--- src/rtl/vga_timing_source_if.sv ---
// Counter/colour link between the VGA timing source (master) and the frame buffer controller (slave).
interface vga_timing_source_if;
  logic [9:0] counter_H;
  logic [9:0] counter_V;
  logic       pixel_tick;
  logic       frame_tick;
  logic       colour;

  modport master (
    output counter_H, counter_V, pixel_tick, frame_tick,
    input  colour
  );

  modport slave (
    input  counter_H, counter_V, pixel_tick, frame_tick,
    output colour
  );
endinterface

--- src/rtl/vga_timing_source.sv ---
// 640x480@60 raster timing: pixel prescaler, H/V counters, and sync/blank aligned to frame-buffer colour.
// Define TEST_PATTERN_EN to replace the colour input with a 32x32 checkerboard.
module vga_timing_source #(
  parameter int CLK_DIV    = 2,
  parameter int H_ACTIVE   = 640,
  parameter int H_FP       = 16,
  parameter int H_SYNC     = 96,
  parameter int H_BP       = 48,
  parameter int V_ACTIVE   = 480,
  parameter int V_FP       = 10,
  parameter int V_SYNC     = 2,
  parameter int V_BP       = 33,
  parameter int COLOUR_LAT = 3
) (
  input  logic                clk_in,
  input  logic                reset,
  vga_timing_source_if.master fb,
  output logic                hsync,
  output logic                vsync,
  output logic                video_out
);

  localparam int H_TOTAL = H_ACTIVE + H_FP + H_SYNC + H_BP;
  localparam int V_TOTAL = V_ACTIVE + V_FP + V_SYNC + V_BP;

  localparam logic [9:0] H_LAST   = 10'(H_TOTAL - 1);
  localparam logic [9:0] V_LAST   = 10'(V_TOTAL - 1);
  localparam logic [9:0] H_VIS    = 10'(H_ACTIVE);
  localparam logic [9:0] V_VIS    = 10'(V_ACTIVE);
  localparam logic [9:0] HS_FIRST = 10'(H_ACTIVE + H_FP);
  localparam logic [9:0] HS_LAST  = 10'(H_ACTIVE + H_FP + H_SYNC - 1);
  localparam logic [9:0] VS_FIRST = 10'(V_ACTIVE + V_FP);
  localparam logic [9:0] VS_LAST  = 10'(V_ACTIVE + V_FP + V_SYNC - 1);
  localparam logic [2:0] DIV_LAST = 3'(CLK_DIV - 1);

  typedef struct packed {
    logic hs;
    logic vs;
    logic de;
`ifdef TEST_PATTERN_EN
    logic hb;
    logic vb;
`endif
  } align_t;

  function automatic align_t blank_word();
    align_t w;
    w    = '0;
    w.hs = 1'b1;
    w.vs = 1'b1;
    return w;
  endfunction

  localparam align_t BLANK = blank_word();

  logic [2:0] div_q;
  logic [2:0] div_n;
  logic [9:0] h_q;
  logic [9:0] v_q;
  logic       tick_q;
  logic       frame_q;

  assign div_n = (div_q == DIV_LAST) ? 3'd0 : div_q + 3'd1;

  // tick_q is high exactly while div_q == DIV_LAST, so counters step on the edge that ends the tick cycle.
  // NOTE: sequential state uses non-blocking assignments so every register sees pre-edge values of the others.
  always_ff @(posedge clk_in) begin
    if (reset) begin
      div_q   <= '0;
      tick_q  <= 1'b0;
      frame_q <= 1'b0;
      h_q     <= '0;
      v_q     <= '0;
    end else begin
      div_q   <= div_n;
      tick_q  <= (div_n == DIV_LAST);
      frame_q <= 1'b0;
      if (tick_q) begin
        if (h_q == H_LAST) begin
          h_q <= '0;
          if (v_q == V_LAST) begin
            v_q     <= '0;
            frame_q <= 1'b1;
          end else begin
            v_q <= v_q + 10'd1;
          end
        end else begin
          h_q <= h_q + 10'd1;
        end
      end
    end
  end

  assign fb.counter_H  = h_q;
  assign fb.counter_V  = v_q;
  assign fb.pixel_tick = tick_q;
  assign fb.frame_tick = frame_q;

  align_t raw;
  align_t dly;

  always_comb begin
    // NOTE: a full default first keeps every field assigned on every path, so no latch is inferred.
    raw    = BLANK;
    raw.de = (h_q < H_VIS) && (v_q < V_VIS);
    raw.hs = !((h_q >= HS_FIRST) && (h_q <= HS_LAST));
    raw.vs = !((v_q >= VS_FIRST) && (v_q <= VS_LAST));
`ifdef TEST_PATTERN_EN
    raw.hb = h_q[5];
    raw.vb = v_q[5];
`endif
  end

  // Delay line matches the frame buffer's colour latency.
  generate
    if (COLOUR_LAT == 0) begin : g_no_delay
      assign dly = raw;
    end else begin : g_delay
      align_t pipe [COLOUR_LAT];

      // NOTE: this shift register is reset on purpose: flushing it to blank stops stale pixels after a restart.
      always_ff @(posedge clk_in) begin
        if (reset) begin
          for (int i = 0; i < COLOUR_LAT; i++) pipe[i] <= BLANK;
        end else begin
          pipe[0] <= raw;
          for (int i = 1; i < COLOUR_LAT; i++) pipe[i] <= pipe[i-1];
        end
      end

      assign dly = pipe[COLOUR_LAT-1];
    end
  endgenerate

  always_ff @(posedge clk_in) begin
    if (reset) begin
      hsync     <= 1'b1;
      vsync     <= 1'b1;
      video_out <= 1'b0;
    end else begin
      hsync <= dly.hs;
      vsync <= dly.vs;
`ifdef TEST_PATTERN_EN
      video_out <= dly.de & (dly.hb ^ dly.vb);
`else
      video_out <= dly.de & fb.colour;
`endif
    end
  end

endmodule

--- src/flat_wrapper.sv ---
// flat-port wrapper written by rule: the top's interface ports become plain ports
module vga_timing_source_flat 
#(
  parameter int CLK_DIV    = 2,
  parameter int H_ACTIVE   = 640,
  parameter int H_FP       = 16,
  parameter int H_SYNC     = 96,
  parameter int H_BP       = 48,
  parameter int V_ACTIVE   = 480,
  parameter int V_FP       = 10,
  parameter int V_SYNC     = 2,
  parameter int V_BP       = 33,
  parameter int COLOUR_LAT = 3
)
  (clk_in, reset, hsync, vsync, video_out, fb_counter_H, fb_counter_V, fb_pixel_tick, fb_frame_tick, fb_colour);
  vga_timing_source_if fb_i ();
  input  logic clk_in;
  input  logic reset;
  output logic hsync;
  output logic vsync;
  output logic video_out;
  output wire logic [$bits(fb_i.counter_H)-1:0] fb_counter_H;
  output wire logic [$bits(fb_i.counter_V)-1:0] fb_counter_V;
  output wire logic [$bits(fb_i.pixel_tick)-1:0] fb_pixel_tick;
  output wire logic [$bits(fb_i.frame_tick)-1:0] fb_frame_tick;
  input wire logic [$bits(fb_i.colour)-1:0] fb_colour;
  assign fb_counter_H = fb_i.counter_H;
  assign fb_counter_V = fb_i.counter_V;
  assign fb_pixel_tick = fb_i.pixel_tick;
  assign fb_frame_tick = fb_i.frame_tick;
  assign fb_i.colour = fb_colour;
  vga_timing_source #(.CLK_DIV(CLK_DIV), .H_ACTIVE(H_ACTIVE), .H_FP(H_FP), .H_SYNC(H_SYNC), .H_BP(H_BP), .V_ACTIVE(V_ACTIVE), .V_FP(V_FP), .V_SYNC(V_SYNC), .V_BP(V_BP), .COLOUR_LAT(COLOUR_LAT)) u_core (.clk_in(clk_in), .reset(reset), .fb(fb_i), .hsync(hsync), .vsync(vsync), .video_out(video_out));
endmodule
--- config.mk ---
export PLATFORM = sky130hd
export DESIGN_NAME = vga_timing_source_flat
export DESIGN_NICKNAME = d
export VERILOG_FILES = /design/src/rtl/vga_timing_source_if.sv /design/src/rtl/vga_timing_source.sv /design/src/flat_wrapper.sv
export SDC_FILE = /design/constraint.sdc
export NUM_CORES = 1
export LEC_CHECK = 0
export ABC_AREA = 1
export BUFFER_PORTS_ARGS = -buffer_cell sky130_fd_sc_hd__buf_2
export CAP_MARGIN = 20
export CORE_AREA = 2 2 80 82
export CTS_CLUSTER_SIZE = 25
export DETAILED_ROUTE_END_ITERATION = 7
export DIE_AREA = 0 0 82 84
export MAX_ROUTING_LAYER = met4
export SYNTH_ARGS = -nofsm -noshare
export SYNTH_HDL_FRONTEND = slang
export SYNTH_SLANG_ARGS = --single-unit
--- constraint.sdc ---
create_clock -name clk_in -period 1.78 [get_ports clk_in]
set_input_delay 0.356 -clock clk_in [delete_from_list [all_inputs] [get_ports clk_in]]
set_output_delay 0.356 -clock clk_in [all_outputs]
set_load 0.01 [all_outputs]
==> reports/qor.txt <==
==================================================================================
Total track usage                                                            0.123
Transition time of the tightest slew-check pin                              370 ps
Crit path cell chain                                                  ha_1 > nand2_1 > nor2_1 > nand4_2 > nand2_1 > nand2_1 > nand2_1 > inv_1
# hold bufs at CTS                                                               0
Final net count                                                                280
Status                                                                complete, no violations
Wire per inst                                                              11.0 µm
Worst endpoint data arrival time                                           1730 ps
Buffers & Inverters on Critical Path                                             1
Final critical-path share of the clock period                                0.865
Power consumption                                                          1790 µW
Drt initial violations                                                         105
Number of cells produced by synthesis                                          241
Via count of the first global-routing pass                                    1409
Mean area per synthesized cell                                            7.21 µm²
Cell mode on critical path                                            sky130_fd_sc_hd__nand2_1
Cell family with the largest share of critical-path delay             simple AND/OR/NAND/NOR gates
DRC viols                                                                        0
Path length in cells of the critical path                                        8
Worst vdd rail ir drop                                                  0.000462 V
Gr ovfl total                                                                    0
Insertion delay of the later-clocked pin in the worst-skew pair             290 ps
Type of the worst setup path                                          flip-flop to flip-flop
Synthesized Nets                                                               248
Horizontal die dimension                                                     82 µm
Worst Setup Start Kind                                                   flip-flop
Most frequent cells in the layout                                     60 x sky130_fd_sc_hd__nand2_1, 37 x sky130_fd_sc_hd__dfxtp_1, 32 x sky130_fd_sc_hd__nor2_1
Number of primary I/O pins                                                      28
Capturing element of the worst setup path                             u_core.fb.counter_V[0]$_SDFFE_PP0P_
Endpoints failing hold                                                           0
Worst-case headroom to the max-slew limit                                    0.753
Chip height                                                                  84 µm
Cell area after layout                                                    2100 µm²
Skew final                                                                 6.20 ps
Placed cell area                                                          1960 µm²
Count of TritonRoute iterations in the first routing pass                        4
Sinks on the clock net                                                          37
Maximum fanout count along the critical path                                     9
Portion of the post-synthesis area used by sequential elements               0.427
Number of buffers added for setup after CTS                                      0
Clock-pin slew on the worst setup and hold paths                             80 ps
Final critical-path required period                                        1540 ps
Root buffer cell                                                      sky130_fd_sc_hd__clkbuf_8
Cell variety after synth                                                        26
Minimum setup slack among reg-to-reg paths                                  240 ps
Antenna violations before repair                                                 0
Post-synthesis instance area                                              1740 µm²
Initial cell density of the core                                             0.285
Via-to-Cell Ratio                                                             4.46
Post-synthesis to final-layout area growth                                   20.8%
R2r worst-path depth                                                             8
Cell row count                                                                  29
Global-route wire length before repair                                     6390 µm
Hold Path Class                                                       input port to flip-flop
Post-DRT Antenna Nets                                                            0
Unrepaired setup endpoints after global routing                                 no
Worst setup path startpoint                                           u_core.fb.counter_H[0]$_SDFFE_PP0P_
CP required                                                                1970 ps
Critical-path top delay cell                                          sky130_fd_sc_hd__dfxtp_1
Number of buffer cells added on primary ports                                   27
Detailed placer's ending HPWL                                              2770 µm
CTS tree                                                                      done
Core Box Area                                                             6100 µm²
Power per cell area                                                     851 nW/µm²
Share of final-layout standard cells stronger than drive strength 1          0.204
Max_cap viols                                                                    0
Routability-driven placement congestion ratio                                0.855
Cts repair resizes                                                               0
Pleak                                                                  0.000937 µW
Overall die area                                                          6890 µm²
Setup Total Neg Slack                                                         0 ps
Maximum number of pins on one net before global-route repair                    20
Total inserted antenna cells                                                     0
Detailed-route via count                                                      1567
Synthesis warning total                                                          0
CP max stage delay                                                          430 ps
Start of the worst register-to-register path                          u_core.fb.counter_H[0]$_SDFFE_PP0P_
CP Capture Type                                                          flip-flop
FMAX                                                                     0.649 GHz
Number of setup violations in the final report                                   0
Number of pins with negative max-slew slack in the final report                  0
Depth of the CTS H-tree                                                          2
Commonest non-fill, non-tap cell in the layout                        sky130_fd_sc_hd__nand2_1
Aggregate routed wire length                                               3860 µm
Number of register bits inferred by synthesis                                   37
Max Root-Sink Buffers                                                            2
CTS Buf Count                                                                    5
Capture point of the worst reg-to-reg path                            u_core.fb.counter_V[0]$_SDFFE_PP0P_
==================================================================================
-- cell usage after synthesis --
cell type	n	area [µm²]
sky130_fd_sc_hd__buf_6	1	11.3
sky130_fd_sc_hd__o21bai_1	2	15.0
sky130_fd_sc_hd__nand2_1	60	225
sky130_fd_sc_hd__nand4_2	2	25.0
sky130_fd_sc_hd__nor2_2	3	18.8
sky130_fd_sc_hd__inv_1	30	113
sky130_fd_sc_hd__ha_1	4	50.1
sky130_fd_sc_hd__a21oi_1	12	60.1
sky130_fd_sc_hd__nor2_4	2	22.5
sky130_fd_sc_hd__or2_2	6	37.5
sky130_fd_sc_hd__nor2_1	32	120
sky130_fd_sc_hd__nor3b_1	1	7.51
sky130_fd_sc_hd__nand4_1	10	62.6
sky130_fd_sc_hd__clkbuf_1	3	11.3
sky130_fd_sc_hd__xor2_1	2	17.5
sky130_fd_sc_hd__nand3b_1	3	22.5
sky130_fd_sc_hd__a211oi_1	1	7.51
sky130_fd_sc_hd__o21ai_0	6	30.0
sky130_fd_sc_hd__nor4_1	1	6.26
sky130_fd_sc_hd__nand2_2	3	18.8
sky130_fd_sc_hd__inv_2	2	7.51
sky130_fd_sc_hd__nor3_1	3	15.0
sky130_fd_sc_hd__dfxtp_1	37	741
sky130_fd_sc_hd__nand3_1	13	65.1
sky130_fd_sc_hd__nand3_4	1	17.5
sky130_fd_sc_hd__o2111ai_1	1	8.76
-- power breakdown --
group	total (µW)	switching, µW	leakage [µW]	internal [µW]
Combinational	50.2	32.9	0.000568	17.3
Sequential	851	12.2	0.000300	838
Clock	885	321	0.0000687	564
-- per-stage QoR --
step                setup slack, ps  hold slack [ps]  cells  utilization
global placement                366              392    343        0.322
CTS                             258              254    351        0.344
finish                          240              272    351        0.344
floorplan                       429              388    241            -
global route                    122              279    351        0.344
detailed placement              317              393    343        0.322
-- cells by family (layout without fill, tap and decap cells) --
group | count (synthesis) | after routing | share of synthesized area
compound gates | 22 | 22 | 0.0699
xor+xnor | 2 | 2 | 0.0101
fa+ha+maj | 4 | 4 | 0.0288
buf+inv | 36 | 69 | 0.0821
flops | 37 | 37 | 0.427
simple gates | 140 | 140 | 0.383
-- cell type report --
class / count / area [µm²]
flip-flops and latches: 37 / 741
well taps: 77 / 96.3
clock buffers: 5 / 68.8
multi-input cells: 168 / 853
clock inverters: 3 / 68.8
repair buffers: 29 / 150
fillers: 668 / 4000
inverters: 32 / 120
-- state kept, by name (all words and copies together) (netlist names) --
signal,cells
u_core.video_out,1
u_core.hsync,1
u_core.vsync,1
u_core.fb.frame_tick,1
u_core.fb.counter_V,10
u_core.g_delay.pipe,9
u_core.fb.counter_H,10
u_core.fb.pixel_tick,1
u_core.div_q,3
-- per-layer routing --
metal	share of wire	global-route usage	vias up	wire length, µm
li1	-	-	835	-
met1	0.47	0.145	697	1830
met2	0.47	0.188	28	1820
met3	0.033	0.0357	7	126
met4	0.021	0.0621	0	81
met5	0	-	-	0
-- worst reg2reg max path, cell delays in order, from the launching register on --
cell and delay (ps):
sky130_fd_sc_hd__dfxtp_1 430, sky130_fd_sc_hd__ha_1 280, sky130_fd_sc_hd__nand2_1 70, sky130_fd_sc_hd__nor2_1 130, sky130_fd_sc_hd__nand4_2 240, sky130_fd_sc_hd__nand2_1 130, sky130_fd_sc_hd__nand2_1 50, sky130_fd_sc_hd__nand2_1 70
sky130_fd_sc_hd__inv_1 40
-- how the worst min path moves through the flow --
stage | start | end | cells after the start
5_1_grt | fb_colour | u_core.video_out$_SDFF_PP0_ | 3
3_5_place_dp | u_core.g_delay.pipe[0][3]$_SDFF_PP0_ | u_core.g_delay.pipe[0][6]$_SDFF_PP0_ | 2
3_3_place_gp | u_core.g_delay.pipe[0][4]$_SDFF_PP1_ | u_core.g_delay.pipe[0][7]$_SDFF_PP1_ | 1
6_report | fb_colour | u_core.video_out$_SDFF_PP0_ | 3
2_1_floorplan | u_core.g_delay.pipe[0][0]$_SDFF_PP0_ | u_core.g_delay.pipe[0][3]$_SDFF_PP0_ | 2
4_1_cts | fb_colour | u_core.video_out$_SDFF_PP0_ | 3
Power figures use the tool's default switching activity.
